[src/rtl/logic_fn_sweeper.sv]
// logic_fn_sweeper: sequences a 5-in/4-out combinational function unit.
// Mode 0 sweeps all 32 input vectors and counts the on-set of each output.
// Mode 1 applies one vector and captures the four outputs.
// Each vector is held SETTLE cycles (legal 1..15) before it is sampled.
module logic_fn_sweeper #(
  parameter int SETTLE = 2
) (
  input  logic       clk,
  input  logic       rst_n,
  input  logic       start,
  input  logic       mode,
  input  logic [4:0] vec_in,
  input  logic       hold,
  input  logic       abort,
  output logic [4:0] fu_in,
  input  logic [3:0] fu_out,
  output logic       busy,
  output logic       done,
  output logic       aborted,
  output logic [3:0] result,
  output logic [5:0] cnt_f1,
  output logic [5:0] cnt_f2,
  output logic [5:0] cnt_f3,
  output logic [5:0] cnt_f4
);

  typedef enum logic [1:0] {
    ST_IDLE  = 2'd0,
    ST_APPLY = 2'd1,
    ST_DONE  = 2'd2
  } state_t;

  // Settle counter runs SETTLE-1 down to 0; the capture happens on the zero cycle.
  localparam logic [3:0] SETTLE_LOAD = 4'(SETTLE - 1);

  state_t     r_state;
  state_t     w_state_next;
  logic [3:0] r_settle;
  logic [4:0] r_index;
  logic       r_mode;
  logic [4:0] r_fu_in;
  logic [3:0] r_result;
  logic       r_aborted;
  logic [5:0] w_cnt [4];

  logic w_start_op;
  logic w_abort_op;
  logic w_tick;
  logic w_capture;
  logic w_last;

  assign w_last = (r_index == 5'd31);

  // State register.
  always_ff @(posedge clk or negedge rst_n) begin
    if (!rst_n) r_state <= ST_IDLE;
    else        r_state <= w_state_next;
  end

  // Next-state and per-cycle action decode; abort outranks hold and capture.
  always_comb begin
    w_state_next = r_state;
    w_start_op   = 1'b0;
    w_abort_op   = 1'b0;
    w_tick       = 1'b0;
    w_capture    = 1'b0;
    case (r_state)
      ST_IDLE: begin
        if (start) begin
          w_start_op   = 1'b1;
          w_state_next = ST_APPLY;
        end
      end
      ST_APPLY: begin
        if (abort) begin
          w_abort_op   = 1'b1;
          w_state_next = ST_IDLE;
        end else if (!hold) begin
          if (r_settle != 4'd0) begin
            w_tick = 1'b1;
          end else begin
            w_capture = 1'b1;
            if (r_mode || w_last) w_state_next = ST_DONE;
          end
        end
      end
      ST_DONE:  w_state_next = ST_IDLE;
      default:  w_state_next = ST_IDLE;
    endcase
  end

  // Vector sequencing, settle timing, query capture and abort pulse.
  always_ff @(posedge clk or negedge rst_n) begin
    if (!rst_n) begin
      r_settle  <= '0;
      r_index   <= '0;
      r_mode    <= 1'b0;
      r_fu_in   <= '0;
      r_result  <= '0;
      r_aborted <= 1'b0;
    end else begin
      r_aborted <= w_abort_op;
      if (w_start_op) begin
        r_mode   <= mode;
        r_settle <= SETTLE_LOAD;
        if (!mode) begin
          r_index <= '0;
          r_fu_in <= '0;
        end else begin
          r_fu_in <= vec_in;
        end
      end else if (w_tick) begin
        r_settle <= r_settle - 4'd1;
      end else if (w_capture) begin
        if (r_mode) begin
          r_result <= fu_out;
        end else if (!w_last) begin
          r_index  <= r_index + 5'd1;
          r_fu_in  <= r_index + 5'd1;
          r_settle <= SETTLE_LOAD;
        end
      end
    end
  end

  // One on-set counter per function output; fu_out bit 3 is F1.
  genvar gi;
  generate
    for (gi = 0; gi < 4; gi++) begin : g_cnt
      logic [5:0] r_cnt;
      // Cleared by a sweep start, bumped on each sweep capture with F=1.
      always_ff @(posedge clk or negedge rst_n) begin
        if (!rst_n)                                 r_cnt <= '0;
        else if (w_start_op && !mode)               r_cnt <= '0;
        else if (w_capture && !r_mode && fu_out[3-gi]) r_cnt <= r_cnt + 6'd1;
      end
      assign w_cnt[gi] = r_cnt;
    end
  endgenerate

  assign fu_in   = r_fu_in;
  assign busy    = (r_state == ST_APPLY);
  assign done    = (r_state == ST_DONE);
  assign aborted = r_aborted;
  assign result  = r_result;
  assign cnt_f1  = w_cnt[0];
  assign cnt_f2  = w_cnt[1];
  assign cnt_f3  = w_cnt[2];
  assign cnt_f4  = w_cnt[3];

endmodule

[config.mk]
export PLATFORM = sky130hd
export DESIGN_NAME = logic_fn_sweeper
export DESIGN_NICKNAME = d
export VERILOG_FILES = /design/src/rtl/logic_fn_sweeper.sv
export SDC_FILE = /design/constraint.sdc
export NUM_CORES = 1
export LEC_CHECK = 0
export BUFFER_PORTS_ARGS = -buffer_cell sky130_fd_sc_hd__buf_2
export CELL_PAD_IN_SITES_DETAIL_PLACEMENT = 0
export CELL_PAD_IN_SITES_GLOBAL_PLACEMENT = 1
export CORE_MARGIN = 2
export CORE_UTILIZATION = 41
export CTS_BUF_LIST = sky130_fd_sc_hd__clkbuf_16
export CTS_CLUSTER_DIAMETER = 80
export DETAILED_ROUTE_END_ITERATION = 12
export PLACE_DENSITY = 0.77
export RECOVER_POWER = 100
export SLEW_MARGIN = 20
export SYNTH_ARGS = -nofsm -noshare
export SYNTH_HDL_FRONTEND = slang
export SYNTH_SLANG_ARGS = --single-unit
[constraint.sdc]
create_clock -name clk -period 2.45 [get_ports clk]
set_input_delay 0.49 -clock clk [delete_from_list [all_inputs] [get_ports clk]]
set_output_delay 0.49 -clock clk [all_outputs]
set_load 0.1 [all_outputs]
# After elaboration in Yosys (flattened, before gate mapping)
# Cells that the tools add are included.
[word_totals]
register_bits = 46
in_bits = 15
output_inout_bits = 36
elab_cells = 93
[classes]
n_addsub = 6
eq_ne = 13
n_mux = 39
bitwise_logic = 2
n_reduce_logical = 22
[ops]
columns = ["op", "count"]
rows = [
  ["6-bit 2-to-1 mux", 8],
  ["5-bit 2-to-1 mux", 8],
  ["6-bit by 1-bit adder with 6-bit output (second input constant)", 4],
  ["4-bit 2-to-1 mux", 5],
  ["1-bit 2-to-1 mux", 12],
  ["4-bit AND reduction", 3],
  ["2-bit 2-to-1 mux", 5],
  ["2-bit nonzero test", 5],
  ["3-bit inequality test (second input constant)", 3],
  ["2-bit inequality test (second input constant)", 4],
  ["1-bit logical AND", 6],
  ["5-bit by 1-bit adder with 5-bit output (second input constant)", 1],
  ["5-bit equality test (second input constant)", 1],
  ["5-bit AND reduction", 1],
  ["2-bit case mux with 2 select lines", 1],
  ["4-bit nonzero test", 1],
  ["4-bit by 1-bit subtractor with 4-bit output (second input constant)", 1],
  ["3-bit by 1-bit inequality test with 1-bit output (second input constant)", 1],
  ["3-bit by 2-bit inequality test with 1-bit output (second input constant)", 1],
  ["3-bit AND reduction", 1],
  ["3-bit nonzero test", 1],
  ["2-bit by 1-bit equality test with 1-bit output (second input constant)", 1],
  ["2-bit equality test (second input constant)", 1],
  ["1-bit zero test", 2],
  ["other kinds (4)", 5],
]

# Longest topological paths before layout
# Gate-level depths: netlist (run 1).
[depth]
ltp_word = 9
mapped_depth = 8
mapped_depth_nobuf = 7

# Least setup slack after synthesis (run 1)
# OpenSTA, ideal clock, no wires.
[synth_timing]
path_kind = "register to output"
from = "register r_state[1]"
to = "output port busy"
t_arrival_ns = 1.765
required_time_ns = 1.960
path_slack_ns = 0.195
stages_incl_launch_ff = 3
path_buffers = 1
path_cell_list = "dfrtp_1 > buf_6 > nor2_1"
[synth_between]
elab_chain_cells = 1
[synth_rtl]
columns = ["element", "line", "text"]
rows = [
  ["from (decl)", "36", "state_t r_state;"],
  ["from (signal assigned)", "57", "else r_state <= w_state_next;"],
  ["2-bit by 1-bit equality test with 1-bit output", "142", "assign busy = (r_state == ST_APPLY);"],
  ["to (decl)", "17", "output logic busy,"],
]
# Every way passes these cells.

# Worst setup path after layout (run 1)
[layout_timing]
from = "register r_index[0]"
to = "register r_fu_in[0], in the netlist fu_in[0]"
[layout_between]
elab_chain_cells = 6
elab_cells_between_ends = 9
cone_classes = "1 x add/sub; 2 x eq/ne; 5 x mux; 1 x reduce/logical"
[layout_rtl]
columns = ["element", "line", "text"]
rows = [
  ["from (decl)", "39", "logic [4:0] r_index;"],
  ["from (signal assigned)", "118", "r_index <= r_index + 5'd1;"],
  ["5-bit by 1-bit adder with 5-bit output", "119", "r_fu_in <= r_index + 5'd1;"],
  ["5-bit 2-to-1 mux", "117", "end else if (!w_last) begin"],
  ["5-bit 2-to-1 mux", "115", "if (r_mode) begin"],
  ["5-bit 2-to-1 mux", "114", "end else if (w_capture) begin"],
  ["5-bit 2-to-1 mux", "112", "end else if (w_tick) begin"],
  ["5-bit 2-to-1 mux", "103", "if (w_start_op) begin"],
  ["to (signal assigned)", "110", "r_fu_in <= vec_in;"],
  ["to (signal assigned)", "119", ""],
  ["to (decl)", "41", "logic [4:0] r_fu_in;"],
]
# Several ways; a longest one is shown, not always the timed one. The select of a mux whose other input is x is not followed.
# A chain may end at the register's enable or synchronous reset.

==> flow_summary.json, run 1 <==
{
  "outcome": "finished, final reports clean",
  "leakage_nw": 1.272,
  "die_h_um": 79.02,
  "yosysTopAreaCell": "dfrtp_1",
  "syn-num-nets": 248,
  "use_met1": 0.2273,
  "initial_core_util": 0.4216,
  "place.gp.congestion": 0.7851,
  "wl_um": 4915,
  "slew_headroom": 0.2124,
  "p_int_mw": 1.467,
  "pin_count": 51,
  "p_comb_frac": 0.323,
  "grt_pass1_wl_um": 8204,
  "p_sw_mw": 0.9960,
  "synth_area_um2": 2307,
  "holdWs_ns": 0.4269,
  "io_buffers": 50,
  "diodes": 0,
  "ys_seq_elements": 46,
  "yosys-top-cells-area": "dfrtp_1 50%, ha_1 4.3%, nand3_1 3.5%",
  "clock_sinks": 46,
  "rsz0062_at_grt": "no",
  "tns_ns": 0,
  "overflow": 0,
  "drt_pre_antenna_iters": 4,
  "arrival_ns": 2.41,
  "hpwl_um": 3535,
  "areaGrowthSynthToFinish_pct": 19.58,
  "synth-edff-count": 0,
  "synth_cell_type_count": 44,
  "cp-start-kind": "register",
  "num-fill-cells": 563,
  "antenna_found_initial": 0,
  "clock_skew_ns": 0.005211,
  "power-per-cell-area_nw_per_um2": 892.8,
  "drc": 0,
  "synth_flop_cell": "dfrtp_1",
  "hp-class": "input port to asynchronous set/reset pin",
  "core-area_um2": 5473,
  "final-max-slew-violation-count": 0,
  "synthArstFlopShare": 1.000,
  "p_seq_frac": 0.371,
  "dieArea_um2": 6243,
  "cts_root_buffer": "clkbuf_16",
  "cp.required_ns": 2.62,
  "tightest_slew_ns": 1.181,
  "h-tree-depth": 2,
  "synth_top_area_frac": 0.4989,
  "grt_max_degree": 26,
  "layout_setup_ws_ns": 0.2065,
  "cp_max_fo": 6,
  "finalWorstPathRequiredPeriod_ns": 2.244,
  "vias": 1861,
  "startpoint": "r_index[0]$_DFFE_PN0P_",
  "hold_violations": 0,
  "crit_type": "register to register",
  "ctsHoldBuffers": 0,
  "ys_warn_count": 0,
  "maxCapViolCount": 0,
  "grt-busiest-layer": "met2",
  "routed_via_density": 5.242,
  "cts-resized-gates": 0,
  "nNetsFinal": 305,
  "wl_per_cell_um": 13.85,
  "use_met2": 0.2559,
  "swShare": 0.4044,
  "fmax_ghz": 0.4457,
  "cts_buffer_depth": 2,
  "cts_tree": "yes",
  "synthCells": 225,
  "end_kind": "register",
  "drive_gt1_frac": 0.1449,
  "period_share": 0.9157,
  "setup_viol_count_final": 0,
  "dieWidth_um": 79.02,
  "numCtsBuffers": 5,
  "synth_area_per_cell_um2": 10.25,
  "power.share.clock": 0.306,
  "ir_worst_vdd_mv": 0.4378,
  "use_met3": 0.04886,
  "clk_latency_ns": 0.29,
  "r2r_start": "r_index[0]$_DFFE_PN0P_",
  "grt_pass1_vias": 1684,
  "drt_iter0_drc": 83,
  "pre_cts_ws_ns": 0.2023,
  "cts_setup_buffers": 0,
  "track_usage": 0.1675,
  "final_antenna_net_count": 0,
  "rows": 27,
  "clk_pin_slew_ns": 0.06,
  "yosysSeqAreaShare": 0.4989
}
-- flip-flops by register name, summed over array words and instances, names as in the netlist --
signal    flops
cnt_f1        6
cnt_f2        6
cnt_f3        6
cnt_f4        6
fu_in         5
r_index       5
r_settle      4
result        4
r_state       2
aborted       1
r_mode        1
-- logic make-up after synthesis --
group	synth area share
compound gates	0.1096
xor+xnor	0.03796
fa+ha+maj	0.04339
buf+inv	0.03308
flops	0.4989
mux	0.04609
simple gates	0.2310
-- synthesized netlist by cell type, drive strengths merged (2+ instances only) --
library cell	number
xnor2	4
or3	7
or4b	2
nor3b	2
a22o	2
and3	2
o21ai	14
nand3	16
ha	8
clkbuf	5
mux2i	5
nor4	5
nor2	21
xor2	6
dfrtp	46
nor3	2
o31ai	5
inv	8
mux2	5
buf	3
or4	4
a21oi	12
nand2	17
nand4	9
-- placed cells by master, fill, tap and decap left out, types with 2 or more instances in the layout --
cell type,count
a21oi_1,12
a22o_1,2
and3_1,2
buf_2,13
buf_4,3
clkbuf_1,39
clkbuf_16,5
clkbuf_2,3
clkinv_2,2
dfrtp_1,46
ha_1,8
inv_1,8
mux2_2,5
mux2i_1,5
nand2_1,17
nand3_1,16
nand4_1,8
nor2_1,21
nor4_1,5
o21ai_0,14
o31ai_1,5
or3_1,7
or4_1,4
xnor2_1,4
xor2_1,6
-- power groups by stage --
stage	Sequential (mW)	Combinational, mW	Clock, mW
2_1_floorplan	1.32	0.256	0
3_3_place_gp	0.923	0.821	0
3_5_place_dp	0.925	0.827	0
4_1_cts	0.913	0.828	0.772
5_1_grt	0.926	0.847	0.812
6_report	0.913	0.796	0.753
-- critical path, stage by stage, from the launching register on --
cell and delay (ns):
dfrtp_1 0.41, ha_1 0.24, and3_1 0.19, ha_1 0.17, or2_2 0.33, or3_1 0.42
a311o_1 0.38
-- final timing paths --
check	endpoint	slack [ns]	depth (start not counted)
max	fu_in[0]$_DFFE_PN0P_	0.21	6
min in group clk	fu_in[1]$_DFFE_PN0P_	0.43	3
min reg2reg	cnt_f3[5]$_DFFE_PN0P_	0.48	1
max reg2reg	fu_in[0]$_DFFE_PN0P_	0.21	6
max in group asynchronous	cnt_f4[0]$_DFFE_PN0P_	0.76	2
min	cnt_f4[5]$_DFFE_PN0P_	0.43	1
-- routing by layer --
metal / vias up / part of all wire
li1: 932 / -
met1: 870 / 0.49
met2: 52 / 0.43
met3: 7 / 0.059
met4: 0 / 0.013
met5: - / 0
-- final cells by class --
cell class / count / area [um^2] / share of cell area
inverter: 8 / 30.03 / 0.01088
tap: 72 / 90.09 / 0.03265
multi-input combinational: 163 / 1074 / 0.3891
timing repair buffer: 58 / 249.0 / 0.09025
clock inverter: 3 / 40.04 / 0.01451
clock buffer: 5 / 125.1 / 0.04535
sequential: 46 / 1151 / 0.4172
-- stage by stage --
stage / instance area (um^2) / total power [mW] / utilization / cells
finish: 2759 / 2.463 / 0.5041 / 355
global route: 2759 / 2.585 / 0.5041 / 355
CTS: 2839 / 2.513 / 0.5187 / 355
detailed placement: 2674 / 1.752 / 0.4886 / 347
global placement: 2674 / 1.745 / 0.4886 / 347
floorplan: 2307 / 1.575 / - / 225
Power figures use the tool's default switching activity.
==> run 2, diff against run 1 <==
CELL_PAD_IN_SITES_DETAIL_PLACEMENT = 1   (was 0)
==> run 2 against run 1 <==
Compared with the run above: clock power fell by 11%; largest power group unchanged; critical endpoint unchanged; worst setup slack got worse by 0.034 ns; maximum frequency fell by 1.5%; flip-flop and latch count did not move; register-to-register slack got worse by 0.03 ns.
==> flow_summary.json, run 2 (synthesis gave the netlist of run 1 again) <==
{
  "outcome": "finished, final reports clean",
  "slew_headroom": 0.1968,
  "wl_per_cell_um": 16.46,
  "numCtsBuffers": 5,
  "grt-busiest-layer": "met2",
  "tightest_slew_ns": 1.205,
  "cts_tree": "yes",
  "end_kind": "register",
  "wl_um": 5845,
  "use_met1": 0.2500,
  "clock_sinks": 46,
  "clock_skew_ns": 0.002599,
  "initial_core_util": 0.4216,
  "routed_via_density": 5.535,
  "maxCapViolCount": 0,
  "slowest_stage": "or3_1",
  "power-per-cell-area_nw_per_um2": 876.4,
  "die_h_um": 79.02,
  "utilization": 0.4995,
  "drt_iter0_drc": 92,
  "core-area_um2": 5473,
  "final-max-slew-violation-count": 0,
  "vias": 1965,
  "clk_pin_slew_ns": 0.06,
  "clk_latency_ns": 0.29,
  "pin_count": 51,
  "arrival_ns": 2.45,
  "dieArea_um2": 6243,
  "crit_type": "register to register",
  "ctsHoldBuffers": 0,
  "setup_viol_count_final": 0,
  "grt_pass1_vias": 2043,
  "place.gp.congestion": 0.7851,
  "rows": 27,
  "fmax_ghz": 0.4392,
  "hold_violations": 0,
  "grt_pass1_wl_um": 9818,
  "drt_pre_antenna_iters": 4,
  "cp_max_fo": 6,
  "io_buffers": 50,
  "cts-resized-gates": 0,
  "nNetsFinal": 305,
  "layout_common_cells": "46 x dfrtp_1, 38 x clkbuf_1, 21 x nor2_1",
  "dp_cells": 347,
  "ir_worst_vdd_mv": 0.4397,
  "cp-start-kind": "register",
  "h-tree-depth": 2,
  "final_common_cell": "dfrtp_1",
  "drive_gt1_frac": 0.1413,
  "hpwl_um": 4250,
  "use_met3": 0.03636,
  "cp.required_ns": 2.62,
  "crit_path_max_incr_delay_ns": 0.42,
  "dieWidth_um": 79.02,
  "final_cells": 355,
  "cts_buffer_depth": 2,
  "path_common_cell": "ha_1",
  "overflow": 0,
  "period_share": 0.9294,
  "cts_root_buffer": "clkbuf_16",
  "startpoint": "r_index[0]$_DFFE_PN0P_",
  "antenna_found_initial": 0,
  "final_antenna_net_count": 0,
  "rsz0062_at_grt": "no",
  "holdWs_ns": 0.4332,
  "use_met2": 0.3508,
  "track_usage": 0.1993,
  "hp-class": "input port to asynchronous set/reset pin",
  "finalWorstPathRequiredPeriod_ns": 2.277,
  "areaGrowthSynthToFinish_pct": 18.49,
  "num-fill-cells": 677,
  "tns_ns": 0,
  "drc": 0,
  "cts_setup_buffers": 0,
  "r2r_start": "r_index[0]$_DFFE_PN0P_",
  "cp_cell_sequence": "ha_1, and3_1, ha_1, or2_2, or3_1, a311o_1",
  "leakage_nw": 1.256,
  "grt_max_degree": 26,
  "diodes": 0
}
run 2: where the power goes:
group / switching [mW] / total [mW] / internal, mW
sequential: 0.0706 / 0.913 / 0.843
clock: 0.294 / 0.667 / 0.373
combinational: 0.668 / 0.816 / 0.148
total: 1.03 / 2.40 / 1.36
run 2: through the flow:
| stage | area [um^2] | total power, mW | worst slack (ns) |
|---|---|---|---|
| 3_3_place_gp | 2674 | 1.745 | 0.2345 |
| 4_1_cts | 2815 | 2.439 | 0.1714 |
| 6_report | 2734 | 2.396 | 0.1729 |
| 3_5_place_dp | 2674 | 1.768 | 0.2025 |
| 5_1_grt | 2734 | 2.489 | 0.04471 |
| 2_1_floorplan | 2307 | 1.575 | 0.1948 |
run 2: path summary, 6_finish.rpt:
| kind | to | slack [ns] | cells past startpoint |
|---|---|---|---|
| setup reg to reg | fu_in[0]$_DFFE_PN0P_ | 0.17 | 6 |
| min in group clk | fu_in[2]$_DFFE_PN0P_ | 0.44 | 3 |
| hold / removal | cnt_f4[2]$_DFFE_PN0P_ | 0.43 | 1 |
| hold reg to reg | cnt_f3[5]$_DFFE_PN0P_ | 0.49 | 1 |
| setup / recovery | fu_in[0]$_DFFE_PN0P_ | 0.17 | 6 |
| max in group asynchronous | r_index[1]$_DFFE_PN0P_ | 0.77 | 2 |
run 2: layer usage:
layer | vias to the layer above | wire length, um
li1 | 935 | -
met1 | 980 | 2633
met2 | 42 | 2892
met3 | 8 | 241
met4 | 0 | 78
met5 | - | 0
run 2: worst max-delay path: cells and delay by family (launching register included):
kind	cells	cell delay [ns]
AND/OR/NAND/NOR	3	0.95
AO/OA/AOI/OAI	1	0.38
adder cells (fa/ha/maj)	2	0.43
flip-flops	1	0.41
run 2: final cells by class:
type	count	area, um^2	area share
Timing Repair Buffer	58	252.7	0.09245
Multi-Input combinational cell	163	1069	0.3908
Tap cell	72	90.09	0.03295
Clock buffer	5	125.1	0.04577
Clock inverter	3	16.27	0.005950
Inverter	8	30.03	0.01098
Sequential cell	46	1151	0.4211
==> run 3, diff against run 2 <==
CELL_PAD_IN_SITES_DETAIL_PLACEMENT = unset   (was 1)
CELL_PAD_IN_SITES_GLOBAL_PLACEMENT = unset   (was 1)
CORE_UTILIZATION = 46   (was 41)
PLACE_DENSITY = 0.67   (was 0.77)
==> run 3 against run 2 <==
Compared with the run above: critical path depth is the same; critical endpoint unchanged; clock power increased by 29%; final cell count down 0.85%; register-to-register slack better by 0.03 ns; count of clock-buffer cells in the layout stayed put; clock skew is 0.0010 ns higher; maximum frequency grew 1.3%; final area grew 1.4%; largest power group unchanged.
==> flow_summary.json, run 3 (synthesis gave the netlist of run 1 again) <==
{
  "cts_setup_buffers": 0,
  "rows": 25,
  "wl_per_cell_um": 14.26,
  "setup_viol_count_final": 0,
  "ff2ff_path_depth": 6,
  "r2r_start": "r_index[0]$_DFFE_PN0P_",
  "end_kind": "register",
  "ctsHoldBuffers": 0,
  "cp_cell_sequence": "ha_1, and3_1, ha_1, or2_2, or3_1, a311o_1",
  "clk_pin_slew_ns": 0.06,
  "ir_worst_vdd_mv": 0.4753,
  "grt_pass1_vias": 1859,
  "rsz0062_at_grt": "no",
  "h-tree-depth": 2,
  "dp_cells": 344,
  "cp-start-kind": "register",
  "nNetsFinal": 307,
  "cts_root_buffer": "clkbuf_16",
  "clk_latency_ns": 0.28,
  "dieWidth_um": 74.82,
  "finalWorstPathRequiredPeriod_ns": 2.249,
  "place.gp.congestion": 0.8126,
  "final-max-slew-violation-count": 0,
  "initial_core_util": 0.4821,
  "leakage_nw": 1.268,
  "final_antenna_net_count": 0,
  "crit_family": "simple AND/OR/NAND/NOR gates",
  "final_cells": 352,
  "die_h_um": 74.82,
  "layout_common_cells": "46 x dfrtp_1, 40 x clkbuf_1, 21 x nor2_1",
  "wl_um": 5021,
  "fmax_ghz": 0.4447,
  "rrSetupSlack_ns": 0.20,
  "cp.required_ns": 2.62,
  "tightest_slew_ns": 1.253,
  "routed_via_density": 5.497,
  "drc": 0,
  "path_buf_inv": 0,
  "clock_skew_ns": 0.003639,
  "dieArea_um2": 5598,
  "final_common_cell": "dfrtp_1",
  "drt_pre_antenna_iters": 4,
  "holdWs_ns": 0.4399,
  "numCtsBuffers": 5,
  "cp_num_cells": 6,
  "period_share": 0.9179,
  "antenna_found_initial": 0,
  "drt_iter0_drc": 58,
  "p_total_mw": 2.562,
  "power-per-cell-area_nw_per_um2": 924.6,
  "slew_headroom": 0.1646,
  "hp-class": "input port to register",
  "tns_ns": 0,
  "cts_tree": "yes",
  "vias": 1935,
  "diodes": 0,
  "reg2reg_to": "fu_in[0]$_DFFE_PN0P_",
  "slowest_stage": "or3_1",
  "startpoint": "r_index[0]$_DFFE_PN0P_",
  "grt_pass1_wl_um": 8424,
  "crit_type": "register to register",
  "areaGrowthSynthToFinish_pct": 20.12,
  "crit_path_max_incr_delay_ns": 0.42,
  "grt_max_degree": 25,
  "clock_sinks": 46,
  "path_common_cell": "ha_1",
  "outcome": "finished, final reports clean",
  "cts-resized-gates": 0,
  "hold_violations": 0,
  "maxCapViolCount": 0,
  "core-area_um2": 4786,
  "pin_count": 51,
  "cp_max_fo": 6,
  "cts_buffer_depth": 2,
  "hpwl_um": 3699,
  "drive_gt1_frac": 0.1298,
  "overflow": 0,
  "io_buffers": 50,
  "arrival_ns": 2.42,
  "endpoint": "fu_in[0]$_DFFE_PN0P_",
  "track_usage": 0.1967,
  "utilization": 0.5791
}
-- run 3: routing by layer --
metal	up-vias	global-route usage	share of wire
met2	48	0.3314	0.49
met4	0	0.06151	0.012
met1	939	0.2522	0.45
met3	7	0.04552	0.043
li1	941	-	-
met5	-	0	0
-- run 3: power breakdown --
| part | internal, mW | total [mW] | switching [mW] | leakage (nW) |
|---|---|---|---|---|
| combinational | 0.144 | 0.794 | 0.650 | 0.550 |
| sequential | 0.843 | 0.908 | 0.0655 | 0.627 |
| clock | 0.581 | 0.860 | 0.280 | 0.0915 |
-- run 3: per-stage QoR --
stage | worst slack [ns] | cell area (um^2)
after detailed placement | 0.1917 | 2683
after CTS | 0.1892 | 2872
after global routing | 0.07754 | 2771
after global placement | 0.2307 | 2683
final | 0.2011 | 2771
after floorplan | 0.1948 | 2307
-- run 3: how the worst min path moves through the flow --
stage                            endpoint  cells past startpoint             startpoint  slack [ns]
CTS                 cnt_f4[0]$_DFFE_PN0P_                      1                  rst_n        0.21
global placement    cnt_f3[5]$_DFFE_PN0P_                      1  cnt_f3[5]$_DFFE_PN0P_        0.48
finish               fu_in[2]$_DFFE_PN0P_                      3              vec_in[2]        0.44
global route         fu_in[1]$_DFFE_PN0P_                      3              vec_in[1]        0.45
floorplan               aborted$_DFF_PN0_                      0                  rst_n        0.19
detailed placement  cnt_f3[5]$_DFFE_PN0P_                      1  cnt_f3[5]$_DFFE_PN0P_        0.48
-- run 3: worst reg2reg max path, cell delays in order, from the launching register on --
cell     delay [ns]
dfrtp_1        0.41
ha_1           0.25
and3_1         0.19
ha_1           0.16
or2_2          0.32
or3_1          0.42
a311o_1        0.38
-- run 3: area by class of cell --
| class | count | area [um^2] |
|---|---|---|
| multi-input combinational | 163 | 1057 |
| clock inverter | 3 | 63.81 |
| fill | 471 | 2014 |
| timing repair buffer | 60 | 260.3 |
| tap | 67 | 83.83 |
| sequential | 46 | 1151 |
| inverter | 8 | 30.03 |
| clock buffer | 5 | 125.1 |
